**src/rtl/colour_synth_pipe_if.sv**
```systemverilog
// ---------------------------------------------------------------------------
// colour_synth_pipe_if
// Bundles the timing-side controls and DAC-side results of colour_synth_pipe.
//   master : the pixel/line timing logic (drives colour, window, burst, FCW)
//   slave  : the colour generator itself
// Signals:
//   colour_num  [5:0]   [5:4] luma, [3:0] hue
//   active_en           active-video window
//   burst_start         1-clk pulse that starts a colour burst
//   fcw_in  [ACC_W-1:0] new frequency word, fcw_load strobes it in
//   fcw_busy            a new frequency word waits for the next wrap
//   phase_wrap          1-clk pulse on accumulator carry-out
//   sc_phase            registered subcarrier phase
//   in_burst            burst state active
//   video   [OUT_W-1:0] DAC sample
//   emph    [2:0]       colour emphasis, present only with COLOUR_EMPHASIS_EN
// ---------------------------------------------------------------------------
interface colour_synth_pipe_if #(
  parameter int ACC_W   = 24,
  parameter int PHASE_W = 8,
  parameter int OUT_W   = 8
);
  logic [5:0]         colour_num;
  logic               active_en;
  logic               burst_start;
  logic [ACC_W-1:0]   fcw_in;
  logic               fcw_load;
  logic               fcw_busy;
  logic               phase_wrap;
  logic [PHASE_W-1:0] sc_phase;
  logic               in_burst;
  logic [OUT_W-1:0]   video;

`ifdef COLOUR_EMPHASIS_EN
  logic [2:0]         emph;

  modport master (
    output colour_num, active_en, burst_start, fcw_in, fcw_load, emph,
    input  fcw_busy, phase_wrap, sc_phase, in_burst, video
  );
  modport slave (
    input  colour_num, active_en, burst_start, fcw_in, fcw_load, emph,
    output fcw_busy, phase_wrap, sc_phase, in_burst, video
  );
`else
  modport master (
    output colour_num, active_en, burst_start, fcw_in, fcw_load,
    input  fcw_busy, phase_wrap, sc_phase, in_burst, video
  );
  modport slave (
    input  colour_num, active_en, burst_start, fcw_in, fcw_load,
    output fcw_busy, phase_wrap, sc_phase, in_burst, video
  );
`endif
endinterface

```
**src/rtl/colour_synth_pipe.sv**
```systemverilog
// ---------------------------------------------------------------------------
// colour_synth_pipe
// NES-palette composite colour generator: a phase accumulator (NCO) with a
// glitch-free reloadable frequency word, a BLANK/BURST/ACTIVE mode controller
// and a 3-stage pipeline turning a 6-bit colour code into a DAC sample.
// Ports:
//   clk    system clock
//   reset  asynchronous, active-low reset
//   bus    colour_synth_pipe_if.slave (colour/window/burst/FCW in,
//          busy/wrap/phase/in_burst/video out)
// Optional build macro COLOUR_EMPHASIS_EN: adds bus.emph; in ACTIVE with a
// non-zero emphasis and hue<=13 the level is attenuated by a quarter.
// ---------------------------------------------------------------------------
module colour_synth_pipe #(
  parameter int             ACC_W       = 24,
  parameter int             PHASE_W     = 8,
  parameter int             OUT_W       = 8,
  parameter logic [ACC_W-1:0] FCW_DEFAULT = ACC_W'(1201096),
  parameter int             BURST_CLKS  = 126,
  parameter logic [7:0]     BLANK_LVL   = 8'h3C,
  parameter logic [7:0]     BURST_LO    = 8'h28,
  parameter logic [7:0]     BURST_HI    = 8'h50
) (
  input  logic clk,
  input  logic reset,
  colour_synth_pipe_if.slave bus
);

  typedef enum logic [1:0] {ST_BLANK = 2'd0, ST_BURST = 2'd1, ST_ACTIVE = 2'd2} mode_e;

  localparam int CNT_W = (BURST_CLKS > 1) ? $clog2(BURST_CLKS) : 1;
  localparam logic [OUT_W-1:0] VIDEO_BLANK = OUT_W'(BLANK_LVL) << (OUT_W - 8);

  // 8-bit levels are left-aligned into wider DAC words
  function automatic logic [OUT_W-1:0] align(input logic [7:0] lvl);
    return OUT_W'(lvl) << (OUT_W - 8);
  endfunction

  function automatic logic [7:0] lvl_lo(input logic [1:0] l);
    case (l)
      2'd0:    return 8'h1C;
      2'd1:    return 8'h30;
      2'd2:    return 8'h4C;
      default: return 8'h6A;
    endcase
  endfunction

  function automatic logic [7:0] lvl_hi(input logic [1:0] l);
    case (l)
      2'd0:    return 8'h4C;
      2'd1:    return 8'h6A;
      2'd2:    return 8'h90;
      default: return 8'hA8;
    endcase
  endfunction

  // ---------------- NCO + FCW handshake ----------------
  logic [ACC_W-1:0]   acc_q, acc_d, fcw_act_q, fcw_act_d, fcw_pend_q, fcw_pend_d;
  logic               fcw_busy_q, fcw_busy_d, phase_wrap_q, phase_wrap_d;
  logic [PHASE_W-1:0] sc_phase_q, sc_phase_d;
  logic [ACC_W:0]     acc_sum;
  logic               carry;

  assign acc_sum = {1'b0, acc_q} + {1'b0, fcw_act_q};
  assign carry   = acc_sum[ACC_W];

  always_comb begin
    acc_d        = acc_sum[ACC_W-1:0];
    phase_wrap_d = carry;
    sc_phase_d   = acc_sum[ACC_W-1 -: PHASE_W];
    fcw_act_d    = fcw_act_q;
    fcw_pend_d   = fcw_pend_q;
    fcw_busy_d   = fcw_busy_q;
    // A load coinciding with a wrap takes priority: the swap waits for the
    // next wrap so the freshly loaded word is the one that gets applied.
    if (bus.fcw_load) begin
      fcw_pend_d = bus.fcw_in;
      fcw_busy_d = 1'b1;
    end else if (carry && fcw_busy_q) begin
      fcw_act_d  = fcw_pend_q;
      fcw_busy_d = 1'b0;
    end
  end

  // ---------------- Mode FSM ----------------
  mode_e            state_q, state_d;
  logic [CNT_W-1:0] burst_cnt_q, burst_cnt_d;

  always_comb begin
    state_d     = state_q;
    burst_cnt_d = burst_cnt_q;
    if (bus.burst_start) begin
      state_d     = ST_BURST;
      burst_cnt_d = CNT_W'(BURST_CLKS - 1);
    end else begin
      case (state_q)
        ST_BURST: begin
          if (burst_cnt_q == '0) state_d = bus.active_en ? ST_ACTIVE : ST_BLANK;
          else                   burst_cnt_d = burst_cnt_q - 1'b1;
        end
        default: state_d = bus.active_en ? ST_ACTIVE : ST_BLANK;
      endcase
    end
  end

  // ---------------- Pipeline ----------------
  // S1 takes the next mode so that active_en lines up with colour_num.
  logic [5:0]         s1_colour_q, s1_colour_d;
  mode_e              s1_state_q, s1_state_d, s2_state_q, s2_state_d;
  logic [PHASE_W-1:0] s1_phase_q, s1_phase_d;
  logic               s2_sel_q, s2_sel_d;
  logic [1:0]         s2_luma_q, s2_luma_d;
  logic [3:0]         s2_hue_q, s2_hue_d;
  logic [OUT_W-1:0]   video_q, video_d;
  logic [3:0]         p12, hue_eff;
  logic [4:0]         hue_sum, hue_mod;
  logic [7:0]         lvl;
  logic               atten;
`ifdef COLOUR_EMPHASIS_EN
  logic [2:0]         s1_emph_q, s1_emph_d, s2_emph_q, s2_emph_d;
`endif

  // Phase scaled to twelfths of a subcarrier cycle (0..11)
  assign p12     = 4'(({4'b0, s1_phase_q} * (PHASE_W + 4)'(12)) >> PHASE_W);
  assign hue_eff = (s1_state_q == ST_BURST) ? 4'd8 : s1_colour_q[3:0];
  assign hue_sum = {1'b0, p12} + {1'b0, hue_eff};

  always_comb begin
    s1_colour_d = bus.colour_num;
    s1_state_d  = state_d;
    s1_phase_d  = sc_phase_q;
    if (hue_sum >= 5'd24)      hue_mod = hue_sum - 5'd24;
    else if (hue_sum >= 5'd12) hue_mod = hue_sum - 5'd12;
    else                       hue_mod = hue_sum;
    s2_sel_d   = (hue_mod < 5'd6);
    s2_state_d = s1_state_q;
    s2_luma_d  = s1_colour_q[5:4];
    s2_hue_d   = s1_colour_q[3:0];
`ifdef COLOUR_EMPHASIS_EN
    s1_emph_d  = bus.emph;
    s2_emph_d  = s1_emph_q;
`endif
  end

  always_comb begin
    lvl   = BLANK_LVL;
    atten = 1'b0;
    case (s2_state_q)
      ST_BURST:  lvl = s2_sel_q ? BURST_HI : BURST_LO;
      ST_ACTIVE: begin
        case (s2_hue_q)
          4'd0:         lvl = lvl_hi(s2_luma_q);
          4'd13:        lvl = lvl_lo(s2_luma_q);
          4'd14, 4'd15: lvl = BLANK_LVL;
          default:      lvl = s2_sel_q ? lvl_hi(s2_luma_q) : lvl_lo(s2_luma_q);
        endcase
`ifdef COLOUR_EMPHASIS_EN
        atten = (s2_emph_q != 3'd0) && (s2_hue_q <= 4'd13);
`endif
      end
      default: lvl = BLANK_LVL;
    endcase
    if (atten) lvl = lvl - (lvl >> 2);
    video_d = align(lvl);
  end

  // ---------------- Registers ----------------
  always_ff @(posedge clk or negedge reset) begin
    if (!reset) begin
      acc_q        <= '0;
      fcw_act_q    <= FCW_DEFAULT;
      fcw_pend_q   <= FCW_DEFAULT;
      fcw_busy_q   <= 1'b0;
      phase_wrap_q <= 1'b0;
      sc_phase_q   <= '0;
      state_q      <= ST_BLANK;
      burst_cnt_q  <= '0;
      s1_colour_q  <= '0;
      s1_state_q   <= ST_BLANK;
      s1_phase_q   <= '0;
      s2_sel_q     <= 1'b0;
      s2_state_q   <= ST_BLANK;
      s2_luma_q    <= '0;
      s2_hue_q     <= '0;
      video_q      <= VIDEO_BLANK;
`ifdef COLOUR_EMPHASIS_EN
      s1_emph_q    <= '0;
      s2_emph_q    <= '0;
`endif
    end else begin
      acc_q        <= acc_d;
      fcw_act_q    <= fcw_act_d;
      fcw_pend_q   <= fcw_pend_d;
      fcw_busy_q   <= fcw_busy_d;
      phase_wrap_q <= phase_wrap_d;
      sc_phase_q   <= sc_phase_d;
      state_q      <= state_d;
      burst_cnt_q  <= burst_cnt_d;
      s1_colour_q  <= s1_colour_d;
      s1_state_q   <= s1_state_d;
      s1_phase_q   <= s1_phase_d;
      s2_sel_q     <= s2_sel_d;
      s2_state_q   <= s2_state_d;
      s2_luma_q    <= s2_luma_d;
      s2_hue_q     <= s2_hue_d;
      video_q      <= video_d;
`ifdef COLOUR_EMPHASIS_EN
      s1_emph_q    <= s1_emph_d;
      s2_emph_q    <= s2_emph_d;
`endif
    end
  end

  assign bus.fcw_busy   = fcw_busy_q;
  assign bus.phase_wrap = phase_wrap_q;
  assign bus.sc_phase   = sc_phase_q;
  assign bus.in_burst   = (state_q == ST_BURST);
  assign bus.video      = video_q;

endmodule

```
**src/flat_wrapper.sv**
```systemverilog
// flat-port wrapper written by rule: the top's interface ports become plain ports
module colour_synth_pipe_flat 
#(
  parameter int             ACC_W       = 24,
  parameter int             PHASE_W     = 8,
  parameter int             OUT_W       = 8,
  parameter logic [ACC_W-1:0] FCW_DEFAULT = ACC_W'(1201096),
  parameter int             BURST_CLKS  = 126,
  parameter logic [7:0]     BLANK_LVL   = 8'h3C,
  parameter logic [7:0]     BURST_LO    = 8'h28,
  parameter logic [7:0]     BURST_HI    = 8'h50
)
  (clk, reset, bus_colour_num, bus_active_en, bus_burst_start, bus_fcw_in, bus_fcw_load, bus_fcw_busy, bus_phase_wrap, bus_sc_phase, bus_in_burst, bus_video);
  colour_synth_pipe_if #(.ACC_W(ACC_W), .PHASE_W(PHASE_W), .OUT_W(OUT_W)) bus_i ();
  input  logic clk;
  input  logic reset;
  input wire logic [$bits(bus_i.colour_num)-1:0] bus_colour_num;
  input wire logic [$bits(bus_i.active_en)-1:0] bus_active_en;
  input wire logic [$bits(bus_i.burst_start)-1:0] bus_burst_start;
  input wire logic [$bits(bus_i.fcw_in)-1:0] bus_fcw_in;
  input wire logic [$bits(bus_i.fcw_load)-1:0] bus_fcw_load;
  output wire logic [$bits(bus_i.fcw_busy)-1:0] bus_fcw_busy;
  output wire logic [$bits(bus_i.phase_wrap)-1:0] bus_phase_wrap;
  output wire logic [$bits(bus_i.sc_phase)-1:0] bus_sc_phase;
  output wire logic [$bits(bus_i.in_burst)-1:0] bus_in_burst;
  output wire logic [$bits(bus_i.video)-1:0] bus_video;
  assign bus_i.colour_num = bus_colour_num;
  assign bus_i.active_en = bus_active_en;
  assign bus_i.burst_start = bus_burst_start;
  assign bus_i.fcw_in = bus_fcw_in;
  assign bus_i.fcw_load = bus_fcw_load;
  assign bus_fcw_busy = bus_i.fcw_busy;
  assign bus_phase_wrap = bus_i.phase_wrap;
  assign bus_sc_phase = bus_i.sc_phase;
  assign bus_in_burst = bus_i.in_burst;
  assign bus_video = bus_i.video;
  colour_synth_pipe #(.ACC_W(ACC_W), .PHASE_W(PHASE_W), .OUT_W(OUT_W), .FCW_DEFAULT(FCW_DEFAULT), .BURST_CLKS(BURST_CLKS), .BLANK_LVL(BLANK_LVL), .BURST_LO(BURST_LO), .BURST_HI(BURST_HI)) u_core (.clk(clk), .reset(reset), .bus(bus_i));
endmodule
```
**config.mk**
```make
export PLATFORM = sky130hd
export DESIGN_NAME = colour_synth_pipe_flat
export DESIGN_NICKNAME = d
export VERILOG_FILES = /design/src/rtl/colour_synth_pipe_if.sv /design/src/rtl/colour_synth_pipe.sv /design/src/flat_wrapper.sv
export SDC_FILE = /design/constraint.sdc
export NUM_CORES = 1
export LEC_CHECK = 0
export ABC_AREA = 1
export BUFFER_PORTS_ARGS = -buffer_cell sky130_fd_sc_hd__buf_2
export CORE_MARGIN = 1
export CORE_UTILIZATION = 50
export CTS_CLUSTER_DIAMETER = 150
export DETAILED_ROUTE_END_ITERATION = 10
export PLACE_DENSITY = 0.69
export SLEW_MARGIN = 15
export SYNTH_ARGS = -nofsm -noshare
export SYNTH_HDL_FRONTEND = slang
export SYNTH_SLANG_ARGS = --single-unit
```
**constraint.sdc**
```tcl
create_clock -name clk -period 4.7 [get_ports clk]
set_clock_uncertainty 0.05 [all_clocks]
set_input_delay 0.47 -clock clk [delete_from_list [all_inputs] [get_ports clk]]
set_output_delay 0.47 -clock clk [all_outputs]
set_load 0.01 [all_outputs]
```
==> results.md <==
- RSZ-0062 raised after global routing: no
- Outcome: complete, no violations
- Final Routed Wirelength: 13600 µm
- Crit path to: u_core.s2_sel_q
- P_int: 0.002016 W
- Overall routing resource usage: 0.2347
- Estimated wirelength of the detail-placed design: 10080 µm
- Number of vias in the routed layout: 5146
- Clock-pin slew on the worst setup and hold paths: 0.05 ns
- FP Rows: 40
- Syn_area_per_cell: 7.921 µm²
- #FFs+latches synth: ~110
- Top-Level Pins: 54
- CP max stage cell: fa_1
- Post-layout minimum cycle time: 3.638 ns
- Chip width: 113.4 µm
- Top-area cell type share of the netlist area: 0.3667
- Setup TNS: 0 ns
- Max Root-Sink Buffers: 2
- Synth area leader: dfrtp_1
- DR WL/cell: 13.33 µm
- TritonRoute pass-1 iters: 7
- Vias in the first global route: ~5000
- Sequential Power Share: 0.405
- Sequential share of the synthesized area: 0.4598
- Gr ovfl total: 0
- Fin crit share: 0.7740
- Final Max Slew Viols: 0
- DRC: 0
- Routed wl met3: 517 µm
- Crit. Startpoint: u_core.s1_phase_q[2]
- Share of post-route cells with drive strength above 1: 0.1373
- PortBufs: 52
- Number of antenna violations at the first check in global routing: 0
- Diodes inserted: 0
- Reg2reg start: u_core.s1_phase_q[2]
- Commonest non-fill, non-tap cell in the layout: nand2_1
- Top layer in use: met4
- R2R depth: 18
- Ranking of synthesized cells by area: dfrtp_1, nand2_1, dfstp_2, ha_1, inv_1
- CP Class: reg2reg
- Root Buffer: clkbuf_16
- Core area: ~0.012 mm²
- WP data required: 4.98 ns
- Max Cap Viol: 0
- Fill cell count: 1061
- Worst path top cell family by delay: compound AO/OA/AOI/OAI gates
- Critical path peak fanout: 4
- Largest net degree at the start of global routing: 56
- Clock share of power: 0.561
- Critical Path Source Type: register
- PwrDens: between 300 and 400 mW/mm²
- CTS tree: yes
- WP buf/inv: 2
- Combinational share of power: 0.033
- Routed vias/inst: around 5.0
- Most frequent cell on the critical path: nand2_1
- # clock sinks: 113
- Final hold violation count: 0
- Leakage: 4.105 nW
- Full die area: 0.01287 mm²
- Synth async-reset ratio: 1.000
- Post-synth cell types: 34
- Met2 wire length: between 6000 and 7000 µm
- CTS H-tree lvls: 4
- Main synth FF type: dfrtp_1
- Reg-to-reg endpoint: u_core.s2_sel_q
- Placer Congestion: 0.9476
- Initial Utilization: 0.5148
- Cts repair resizes: 0
- Die Span Y: between 100 and 150 µm
- Worst Hold Class: in2reg
- Max Fclk: ~0.27 GHz
- Num CTS Buffers: 17
- Worst path max stage delay: 0.43 ns
- Slew headroom: 0.5680
- VDD IR max: 0.5911 mV
- Critical path depth: 18
- R2R Setup Slk: 1.06 ns
- Clock Latency Late Sink: 0.42 ns
- Synthesized Nets: 862
- Post-synth EDFFs: 0
- Worst Tran Pin Value: ~0.65 ns
- Dpl cell area: 0.006574 mm²
- Synthesized area: just over 0.006 mm²
- Met1 wire length: 6151 µm
- Antenna viol nets, final: 0
- Endpoints failing setup: 0
- Final net count: 917
- First-pass GRT wire length: 23430 µm
- Most frequent cells in the layout: nand2_1, inv_1, dfrtp_1
- Worst-path cell chain: ha_1 -> a21o_1 -> a21oi_1 -> nand2_1 -> nand2_1 -> nand2_1 -> inv_1 -> ha_1 -> inv_1 -> fa_1 -> o21bai_1 -> a21oi_1 -> ha_1 -> o21ai_0 -> nand2_1 -> o21ai_0 -> o21ai_0 -> nor2_1
- NetSw: 0.0005055 W
- DR iter-0 viols: 376
- Critical path arrival: slightly below 4 ns
- Mapped Cells: 784
- Sw Share: 0.2005
- Synthesis-to-finish area growth: 16.60%
- Synth Warn #: 0
- Crit end category: register
- Design area: 0.007241 mm²
[power by group through the flow]
| stage | registers (W) | logic [W] | clock network [W] |
|---|---|---|---|
| floorplan | 0.00103 | 0.0000419 | 0 |
| global placement | 0.00104 | 0.0000807 | 0 |
| detailed placement | 0.00104 | 0.0000846 | 0 |
| CTS | 0.00102 | 0.0000859 | 0.00143 |
| global route | 0.00102 | 0.0000991 | 0.00148 |
| finish | 0.00102 | 0.0000840 | 0.00142 |
[cells by family after synthesis]
| family | after synthesis | share of synthesized area |
|---|---|---|
| AND/OR/NAND/NOR | 410 | 0.2732 |
| buffers and inverters | 118 | 0.08040 |
| adder cells (fa/ha/maj) | 43 | 0.08906 |
| flip-flops | 113 | 0.4598 |
| AO/OA/AOI/OAI | 82 | 0.07294 |
| XOR/XNOR | 17 | 0.02398 |
| other | 1 | 0.0006039 |
[registers in the layout (all words and copies together) (netlist names), 4 cells and up]
signal              cells
u_core.acc_q           24
u_core.bus.video        7
u_core.fcw_act_q       24
u_core.fcw_pend_q      24
u_core.s1_phase_q       8
u_core.s1_colour_q      6
u_core.s2_hue_q         4
u_core.burst_cnt_q      7
[synthesized netlist by cell type, drive strengths merged (2+ instances only)]
cell type	number
nand2	273
inv	98
dfrtp	91
nand3	59
nor2	56
ha	41
a21oi	34
o21ai	33
dfstp	22
buf	13
nand4	13
xor2	12
clkbuf	7
o21bai	5
xnor2	5
a21o	4
nor3	4
o211ai	3
and2	2
fa	2
[area by class of cell]
class / instances / area (µm²) / area share
Clock buffer: 23 / 478.0 / 0.06601
Clock inverter: 9 / 178.9 / 0.02471
Inverter: 98 / 367.9 / 0.05080
Multi-Input combinational cell: 553 / 2855 / 0.3943
Sequential cell: 113 / 2855 / 0.3943
Tap cell: 168 / 210.2 / 0.02903
Timing Repair Buffer: 56 / 295.3 / 0.04078
[through the flow]
| step | utilization | power [W] | setup WS [ns] | hold WS [ns] | std cells |
|---|---|---|---|---|---|
| detailed placement | 0.5450 | 0.001121 | 1.405 | 0.2895 | 987 |
| global placement | 0.5450 | 0.001117 | 1.781 | 0.2944 | 987 |
| CTS | 0.6003 | 0.002542 | 1.257 | 0.09953 | 1020 |
| floorplan | - | 0.001075 | 1.899 | 0.1244 | 784 |
| finish | 0.6003 | 0.002521 | 1.062 | 0.1153 | 1020 |
| global route | 0.6003 | 0.002606 | 0.8956 | 0.09295 | 1020 |
[how the worst min path moves through the flow]
stage	from	endpoint	slack (ns)	depth (start not counted)
after global routing	bus_colour_num[2]	u_core.s1_colour_q[2]	0.09	1
after detailed placement	u_core.s1_colour_q[5]	u_core.s2_luma_q[1]	0.29	0
after floorplan	reset	u_core.acc_q[0]	0.12	0
final	bus_colour_num[2]	u_core.s1_colour_q[2]	0.12	1
after CTS	bus_colour_num[2]	u_core.s1_colour_q[2]	0.1	1
after global placement	u_core.s1_colour_q[5]	u_core.s2_luma_q[1]	0.29	0
[layer usage]
layer / vias up / GRT usage
li1: 2594 / -
met3: 40 / 0.05845
met2: 147 / 0.3914
met5: - / 0
met1: 2365 / 0.2874
met4: 0 / 0.1096
[what timing repair did]
action                                 4_1_cts  5_1_grt
endpoints found under the hold margin       16        0
setup buffers                                0        0
hold buffers                                 1        0
Note: power is estimated with default switching activity, not from simulation.
